$ cat config.mk
export PLATFORM = sky130hd
export DESIGN_NAME = ram_dual_read_port
export DESIGN_NICKNAME = d
export VERILOG_FILES = /design/src/rtl/ram_dual_read_port_pkg.sv /design/src/rtl/ram_clear_sequencer.sv /design/src/rtl/ram_dual_read_port.sv
export SDC_FILE = /design/constraint.sdc
export NUM_CORES = 2
export LEC_CHECK = 0
export CORE_ASPECT_RATIO = 1.25
export CORE_MARGIN = 4
export CORE_UTILIZATION = 45
export CTS_BUF_LIST = sky130_fd_sc_hd__clkbuf_8
export CTS_CLUSTER_DIAMETER = 60
export DETAILED_ROUTE_END_ITERATION = 10
export PLACE_DENSITY = 0.64
export SYNTH_ARGS = -nofsm -noshare
export SYNTH_HDL_FRONTEND = slang
export SYNTH_SLANG_ARGS = --single-unit
$ cat constraint.sdc
create_clock -name Clock -period 7.9 [get_ports Clock]
set_input_delay 1.975 -clock Clock [delete_from_list [all_inputs] [get_ports Clock]]
set_output_delay 1.975 -clock Clock [all_outputs]
set_load 0.01 [all_outputs]
$ cat src/rtl/ram_dual_read_port_pkg.sv
// Shared defaults and types for the dual-read-port RAM and its clear sequencer.
// The defaults describe the register/data file configuration.
package ram_dual_read_port_pkg;
    localparam int RAM_DATA_W_DEF   = 16;
    localparam int RAM_ADDR_W_DEF   = 8;
    localparam int RAM_MEM_SIZE_DEF = 256;

    typedef enum logic {
        SEQ_CLEAR = 1'b0,
        SEQ_DONE  = 1'b1
    } seq_state_t;
endpackage

$ cat src/rtl/ram_clear_sequencer.sv
// Post-reset zero-fill sweep: one word per cycle from address 0 up to MEM_SIZE-1.
// Once the last word has been written, the done flag holds until the next reset.
module ram_clear_sequencer
    import ram_dual_read_port_pkg::*;
#(
    parameter int ADDR_WIDTH = RAM_ADDR_W_DEF,
    parameter int MEM_SIZE   = RAM_MEM_SIZE_DEF
) (
    input  logic                  Clock,
    input  logic                  Reset,
    output logic [ADDR_WIDTH-1:0] clear_ptr,
    output logic                  clear_we,
    output logic                  clear_done
);
    localparam logic [ADDR_WIDTH-1:0] LAST_ADDR = ADDR_WIDTH'(MEM_SIZE - 1);

    seq_state_t            state_reg, state_next;
    logic [ADDR_WIDTH-1:0] ptr_reg, ptr_next;

    always_ff @(posedge Clock or negedge Reset) begin
        if (!Reset) begin
            state_reg <= SEQ_CLEAR;
            ptr_reg   <= '0;
        end else begin
            state_reg <= state_next;
            ptr_reg   <= ptr_next;
        end
    end

    always_comb begin
        state_next = state_reg;
        ptr_next   = ptr_reg;
        clear_we   = 1'b0;
        case (state_reg)
            SEQ_CLEAR: begin
                clear_we = 1'b1;
                if (ptr_reg == LAST_ADDR) begin
                    state_next = SEQ_DONE;
                end else begin
                    ptr_next = ptr_reg + 1'b1;
                end
            end
            default: state_next = state_reg;
        endcase
    end

    assign clear_ptr  = ptr_reg;
    assign clear_done = (state_reg == SEQ_DONE);
endmodule

$ cat src/rtl/ram_dual_read_port.sv
// Single-clock RAM with one write port and two registered read-first read ports.
// Contents are zero-filled by the clear sequencer after every reset.
module ram_dual_read_port
    import ram_dual_read_port_pkg::*;
#(
    parameter int DATA_WIDTH = RAM_DATA_W_DEF,
    parameter int ADDR_WIDTH = RAM_ADDR_W_DEF,
    parameter int MEM_SIZE   = RAM_MEM_SIZE_DEF
) (
    input  logic                  Clock,
    input  logic                  Reset,
    input  logic                  iWriteEnable,
    input  logic [ADDR_WIDTH-1:0] iWriteAddress,
    input  logic [DATA_WIDTH-1:0] iDataIn,
    input  logic [ADDR_WIDTH-1:0] iReadAddress0,
    input  logic [ADDR_WIDTH-1:0] iReadAddress1,
    output logic [DATA_WIDTH-1:0] oDataOut0,
    output logic [DATA_WIDTH-1:0] oDataOut1,
    output logic                  oClearDone
);
    localparam int IDX_W = (MEM_SIZE > 1) ? $clog2(MEM_SIZE) : 1;
    localparam logic [ADDR_WIDTH:0] SIZE_EXT = (ADDR_WIDTH + 1)'(MEM_SIZE);

    function automatic logic in_range(input logic [ADDR_WIDTH-1:0] addr);
        return {1'b0, addr} < SIZE_EXT;
    endfunction

    logic [DATA_WIDTH-1:0] mem [0:MEM_SIZE-1];

    logic [ADDR_WIDTH-1:0] clear_ptr;
    logic                  clear_we;
    logic                  clear_done;

    ram_clear_sequencer #(
        .ADDR_WIDTH (ADDR_WIDTH),
        .MEM_SIZE   (MEM_SIZE)
    ) u_clear (
        .Clock      (Clock),
        .Reset      (Reset),
        .clear_ptr  (clear_ptr),
        .clear_we   (clear_we),
        .clear_done (clear_done)
    );

    logic                  wr_en;
    logic [ADDR_WIDTH-1:0] wr_addr;
    logic [DATA_WIDTH-1:0] wr_data;

    // The sweep owns the write port until it finishes; external writes are dropped meanwhile.
    always_comb begin
        wr_en   = 1'b0;
        wr_addr = iWriteAddress;
        wr_data = iDataIn;
        if (clear_we) begin
            wr_en   = 1'b1;
            wr_addr = clear_ptr;
            wr_data = '0;
        end else if (iWriteEnable && in_range(iWriteAddress)) begin
            wr_en = 1'b1;
        end
    end

    always_ff @(posedge Clock) begin
        if (wr_en) begin
            mem[wr_addr[IDX_W-1:0]] <= wr_data;
        end
    end

    logic [ADDR_WIDTH-1:0] rd_addr     [2];
    logic [DATA_WIDTH-1:0] rd_data_reg [2];

    assign rd_addr[0] = iReadAddress0;
    assign rd_addr[1] = iReadAddress1;

    // Reading in a separate process from the write gives read-first behaviour.
    for (genvar gi = 0; gi < 2; gi++) begin : g_read
        always_ff @(posedge Clock or negedge Reset) begin
            if (!Reset) begin
                rd_data_reg[gi] <= '0;
            end else if (!clear_done || !in_range(rd_addr[gi])) begin
                rd_data_reg[gi] <= '0;
            end else begin
                rd_data_reg[gi] <= mem[rd_addr[gi][IDX_W-1:0]];
            end
        end
    end

    assign oDataOut0  = rd_data_reg[0];
    assign oDataOut1  = rd_data_reg[1];
    assign oClearDone = clear_done;
endmodule

==> After elaboration in Yosys (flattened, before gate mapping) <==
Memories as Yosys holds them, arrays and structs flattened.
Index checks and enable logic that the tools add are counted.
{ "totals": {"reg_bits": 41, "latch_bits": 0, "ramBits": 4096, "rom_bits": 0, "input_bits": 43, "out_inout_bits": 33, "elab_cells": 20, "mem_count": 1} }
{ "classes": {"n_addsub": 1, "multipliers": 0, "n_div": 0, "n_lt_le_gt_ge": 0, "n_eq_ne": 1, "shift": 0, "n_mux": 10, "bitwise": 2, "n_reduce_logical": 1} }
{ "memory_table": {"columns": ["name", "depth", "word_bits", "read_ports", "rd_clocked_by_memory_dff", "wr", "line", "text"], "rows": [
  ["mem", 256, 16, 2, 0, 1, "ram_dual_read_port.sv:28", "logic [DATA_WIDTH-1:0] mem [0:MEM_SIZE-1];"]
]} }
{ "op_table": {"columns": ["operator", "count"], "rows": [
  ["$mux 16", 3],
  ["$add 8x1->8 const B", 1],
  ["$eq 8x8->1 const B", 1],
  ["$mux 8", 1],
  ["$mux 1", 6],
  ["$not 1->1", 2],
  ["$reduce_and 2->1", 1]
]} }

==> Longest topological paths before layout <==
{ "logic_depth": {"word_depth": 4, "depth_mapped": 13, "ltp_nobuf": 7} }

==> By module <==
Synthesis repeated with hierarchy kept, for this count alone.
{ "hier_totals": {"hier_cells": 9951, "hier_area_um2": 194101.2} }
{ "modules_own_cells": {"columns": ["mod", "instances", "cells_per_inst", "area_each_um2", "seq_area_each_um2"], "rows": [
  ["ram_dual_read_port", 1, 9915, 193655.7, 123798.7],
  ["ram_clear_sequencer", 1, 36, 445.4, 225.2]
]} }

==> Least setup slack after synthesis <==
OpenSTA, ideal clock, no wires.
{ "synth_timing": {"path_kind": "input to register", "from": "input port iDataIn[0]", "to": "memory mem[0][0] (netlist name) (data pin)", "setup_ns": 0.867, "arrival_time_ns": 5.202, "t_required_ns": 7.033, "slack_ns": 1.831, "stages": 1, "path_cell_list": "and2_1"} }
{ "synth_between": {"elab_chain_cells": 1} }
{ "synth_rtl": {"columns": ["element", "line", "text"], "rows": [
  ["from (decl)", "ram_dual_read_port.sv:14", "input logic [DATA_WIDTH-1:0] iDataIn,"],
  ["$mux 16", "ram_dual_read_port.sv:54", "if (clear_we) begin"],
  ["to (decl)", "ram_dual_read_port.sv:28", null]
]} }
Every way passes these cells.

==> Worst setup path after layout <==
{ "layout_timing": {"from": "input port iReadAddress0[5]", "to": "register rd_data_reg, in the netlist oDataOut0[10]"} }
{ "layout_between": {"elab_chain_cells": 2} }
{ "layout_rtl": {"columns": ["element", "line", "text"], "rows": [
  ["from (decl)", "ram_dual_read_port.sv:15", "input logic [ADDR_WIDTH-1:0] iReadAddress0,"],
  ["$mem_v2 256x16", null, null],
  ["$mux 16", "ram_dual_read_port.sv:80", "end else if (!clear_done || !in_range(rd_addr[gi])) begin"],
  ["to (signal, indexed assignment)", "ram_dual_read_port.sv:83", "rd_data_reg[gi] <= mem[rd_addr[gi][IDX_W-1:0]];"],
  ["to (decl)", "ram_dual_read_port.sv:70", "logic [DATA_WIDTH-1:0] rd_data_reg [2];"]
]} }
Every way passes these cells.
A chain may end at the register's enable or synchronous reset.

==> metrics.md <==
| Metric | Value |
|---|---|
| Postcts setup bufs | `0` |
| Register area | `124000 um^2` |
| Post-Syn Instances | `10181` |
| Post-route insts no fill | `16868` |
| Area delta synth->final | `10.52%` |
| Footprint of the multi-input gates | `64570 um^2` |
| CP Cell Sequence | `clkdlybuf4s50_1 -> nor2b_1 -> nand2_1 -> buf_4 -> a211oi_1 -> a21oi_1 -> nand4_1 -> o31ai_1` |
| Initial Util | `0.4529` |
| Violated checks | `max-capacitance violations, max-slew violations` |
| Setup slack at placement | `1.508 ns` |
| Post-route setup slack | `2.199 ns` |
| Total Power | `43.69 mW` |
| Die height | `741.1 um` |
| Core Region | `427200 um^2` |
| Post-CTS sizing | `0` |
| Final setup violation count | `0` |
| Clock Latency Late Sink | `1.33 ns` |
| Io pins | `76` |
| Post-route setup TNS | `0 ns` |
| Largest net degree at the start of global routing | `181` |
| Outcome | `finished with violations` |
| Max-Cap Viols | `7` |
| Slowest CP cell | `a211oi_1` |
| Cell Area, Synth | `193500 um^2` |
| WP data required | `9.01 ns` |
| PortBufs | `75` |
| CTS tree | `yes` |
| Flops & latches, synth | `4137` |
| Clk sinks | `4137` |
| Number of global-route vias before repair | `118481` |
| Grt total ovfl | `0` |
| Core Util, Final | `0.5006` |
| Std cell rows | `268` |
| Drt first pass iters | `8` |
| CTS clk-pin slew, worst paths | `0.07 ns` |
| Via count | `118928` |
| Maximum vdd drop | `201.5 uV` |
| CP endpoint kind | `register` |
| Syn_area_per_cell | `19.00 um^2` |
| WP data arrival | `6.82 ns` |
| Routed vias/inst | `7.051` |
| Synth async-reset ratio | `0.009911` |
| Syn_nets | `10225` |
| Hold Crit Class | `reg2reg` |
| Max frequency | `0.1754 GHz` |
| Htree depth | `6` |
| Yosys top cell by area | `edfxtp_1` |
| Distinct cells, synth | `86` |
| NumNets Final | `10679` |
| Worst Skew | `0.1019 ns` |
| Final Cycle Share | `0.7217` |
| Max-slew violations | `5` |
| First-pass GRT wire length | `987.4 mm` |
| CTS max path bufs | `4` |
| Area share of the largest cell type after synthesis | `0.6357` |
| Minimum clock period | `5.701 ns` |
| Total CTS buffers | `653` |
| RSZ-0062 raised after global routing | `false` |
| Detailed Place HPWL | `479.7 mm` |
| Die width | `594.5 um` |
| Top area cells in the synthesized netlist | `edfxtp_1 (64%), mux4_2 (20%), mux2i_1 (4.9%)` |
| Initial antenna violation count | `63` |
| Placer Congestion | `1.035` |
| CTS root buffer | `clkbuf_8` |
| CP peak stage delay | `1.11 ns` |
| Final Routed Wirelength | `727.2 mm` |
| Hold-fix buffer count after cts | `0` |
| Pwr per Cell Area | `204.3 nW/um^2` |
| Post-synth EDFFs | `4096` |
| Dpl cells | `15646` |
| Fin. Hold Viols | `0` |
| Antenna Violating Nets Remaining | `0` |
| Synth Warn # | `0` |
| Post-synthesis sequential area ratio | `0.6410` |
| Prevailing post-synth register cell | `edfxtp_1` |
| Worst-margin pin slew | `1.586 ns` |
| Static Leak | `56.49 nW` |
| # fillers | `34588` |
| DR iter-0 viols | `17750` |
| Critical path class | `in2reg` |
| Drt wl/cell | `43.11 um` |
| Startpoint Class | `input pin` |
| # DRC | `0` |
| Slew headroom | `-0.06837` |
| Layout cells sized above 1 | `0.3071` |
| Worst-path maximum fanout | `11` |
| Total die area | `440600 um^2` |
| GRT Util Overall | `0.3243` |
[routing by layer]
layer	global-route usage	vias to the layer above	routed length, um
met2	0.4983	8832	333000
met3	0.08988	2138	83670
met4	0.2645	24	73950
li1	-	45205	-
met1	0.3828	62729	236400
met5	0.009066	-	176
[logic make-up (layout without fill, tap and decap cells)]
logic type | Yosys count | in the layout | share of synthesized area
flip-flops | 4137 | 4137 | 0.6410
multiplexers | 2671 | 2671 | 0.2489
AO/OA/AOI/OAI | 1497 | 1497 | 0.05431
AND/OR/NAND/NOR | 1029 | 1029 | 0.02508
buffers and inverters | 840 | 1810 | 0.03041
XOR/XNOR | 6 | 6 | 0.0002716
adder cells (fa/ha/maj) | 1 | 1 | 0.00006466
other | 0 | 47 | 0
[final timing paths]
kind | startpoint | endpoint | slack, ns | cells past startpoint
setup / recovery | iReadAddress0[5] | oDataOut0[10] | 2.20 | 8
hold / removal | u_clear.clear_ptr[7] | u_clear.clear_ptr[7] | 0.56 | 1
setup reg to reg | u_clear.clear_done | mem[107][3] | 2.90 | 6
hold reg to reg | u_clear.clear_ptr[7] | u_clear.clear_ptr[7] | 0.56 | 1
max in group asynchronous | Reset | u_clear.clear_done | 6.34 | 1
min in group asynchronous | Reset | oDataOut0[3] | 0.80 | 1
[power breakdown]
| part | switching, mW | total, mW | internal (mW) | leakage, nW |
|---|---|---|---|---|
| registers | 0 | 23.7 | 23.7 | 28.8 |
| logic | 1.70 | 2.45 | 0.749 | 20.7 |
| clock network | 9.08 | 17.5 | 8.42 | 6.91 |
| total | 10.8 | 43.7 | 32.9 | 56.5 |
[Yosys cell counts (8+ instances only)]
master / number
mux2_2: 23
buf_6: 142
o21ai_0: 149
mux4_1: 17
and2_1: 28
buf_2: 223
nor2b_1: 15
mux2i_1: 945
o31ai_1: 28
a31oi_1: 29
inv_1: 13
buf_8: 49
mux4_2: 1681
o22ai_1: 299
o221ai_1: 387
a32oi_1: 19
nand4_1: 55
a22oi_1: 119
clkbuf_1: 237
nand3b_1: 8
nand3_1: 77
a211o_1: 9
buf_4: 117
o311ai_0: 11
a221oi_1: 11
a22o_1: 12
buf_1: 26
edfxtp_1: 4096
o21ai_1: 14
o211ai_1: 13
a211oi_1: 72
or4_1: 17
nand2b_1: 21
nand2_1: 223
a21oi_1: 252
a2111oi_0: 18
or3_1: 22
nor3_1: 159
dfrtp_1: 41
buf_12: 20
nor4_1: 9
o32ai_1: 19
nor2_1: 349
[cell usage in the layout (no fill, tap or decap), types with 14 or more instances in the layout]
cell type and n:
clkinv_1 150, nand3_1 66, a211oi_1 70, nand2_1 222, clkinvlp_4 15, o22ai_1 299
nor3_2 20, a22oi_1 119, o21ai_1 37, mux4_1 17, nor2_2 209, inv_1 213
or4_1 17, o21ai_0 123, inv_8 20, dfrtp_1 40, nor2_1 130, clkdlybuf4s50_1 63
mux2_2 23, clkinv_2 70, o32ai_1 14, a21oi_1 250, mux4_2 1681, buf_4 465
o31ai_1 28, a31oi_1 29, diode_2 47, nand2b_1 18, or3_1 22, clkbuf_8 667
a32oi_1 19, o221ai_1 387, buf_12 74, nor3_1 139, bufinv_16 14, nand4_1 55
and2_4 16, edfxtp_1 4096, mux2i_1 945
[sequential cells by signal, summed over array words and instances, names as in the netlist]
| signal | flops |
|---|---|
| u_clear.clear_done | 1 |
| oDataOut1 | 16 |
| u_clear.clear_ptr | 8 |
| oDataOut0 | 16 |
| mem | 4096 |
[critical path, delay by kind of cell]
kind / cells / cell delay [ns]
AOI/OAI and AO/OA: 3 / 1.45
and+or+nand+nor: 3 / 1.83
buffers and inverters: 2 / 1.50
[cell type report]
class,count,area share
flip-flops and latches,4137,0.5800
multi-input cells,5204,0.3019
clock buffers,666,0.04286
well taps,5670,0.03318
repair buffers,623,0.02758
clock inverters,505,0.01356
diodes,47,0.0005500
inverters,16,0.0003511
[metrics by stage]
stage	hold slack, ns	instance area [um^2]
5_1_grt	0.5882	213800
3_5_place_dp	0.5489	201600
3_3_place_gp	0.5301	201400
4_1_cts	0.5611	213600
2_1_floorplan	0.5040	193500
6_report	0.5628	213800
No activity file was read; power rests on OpenSTA's default activity.
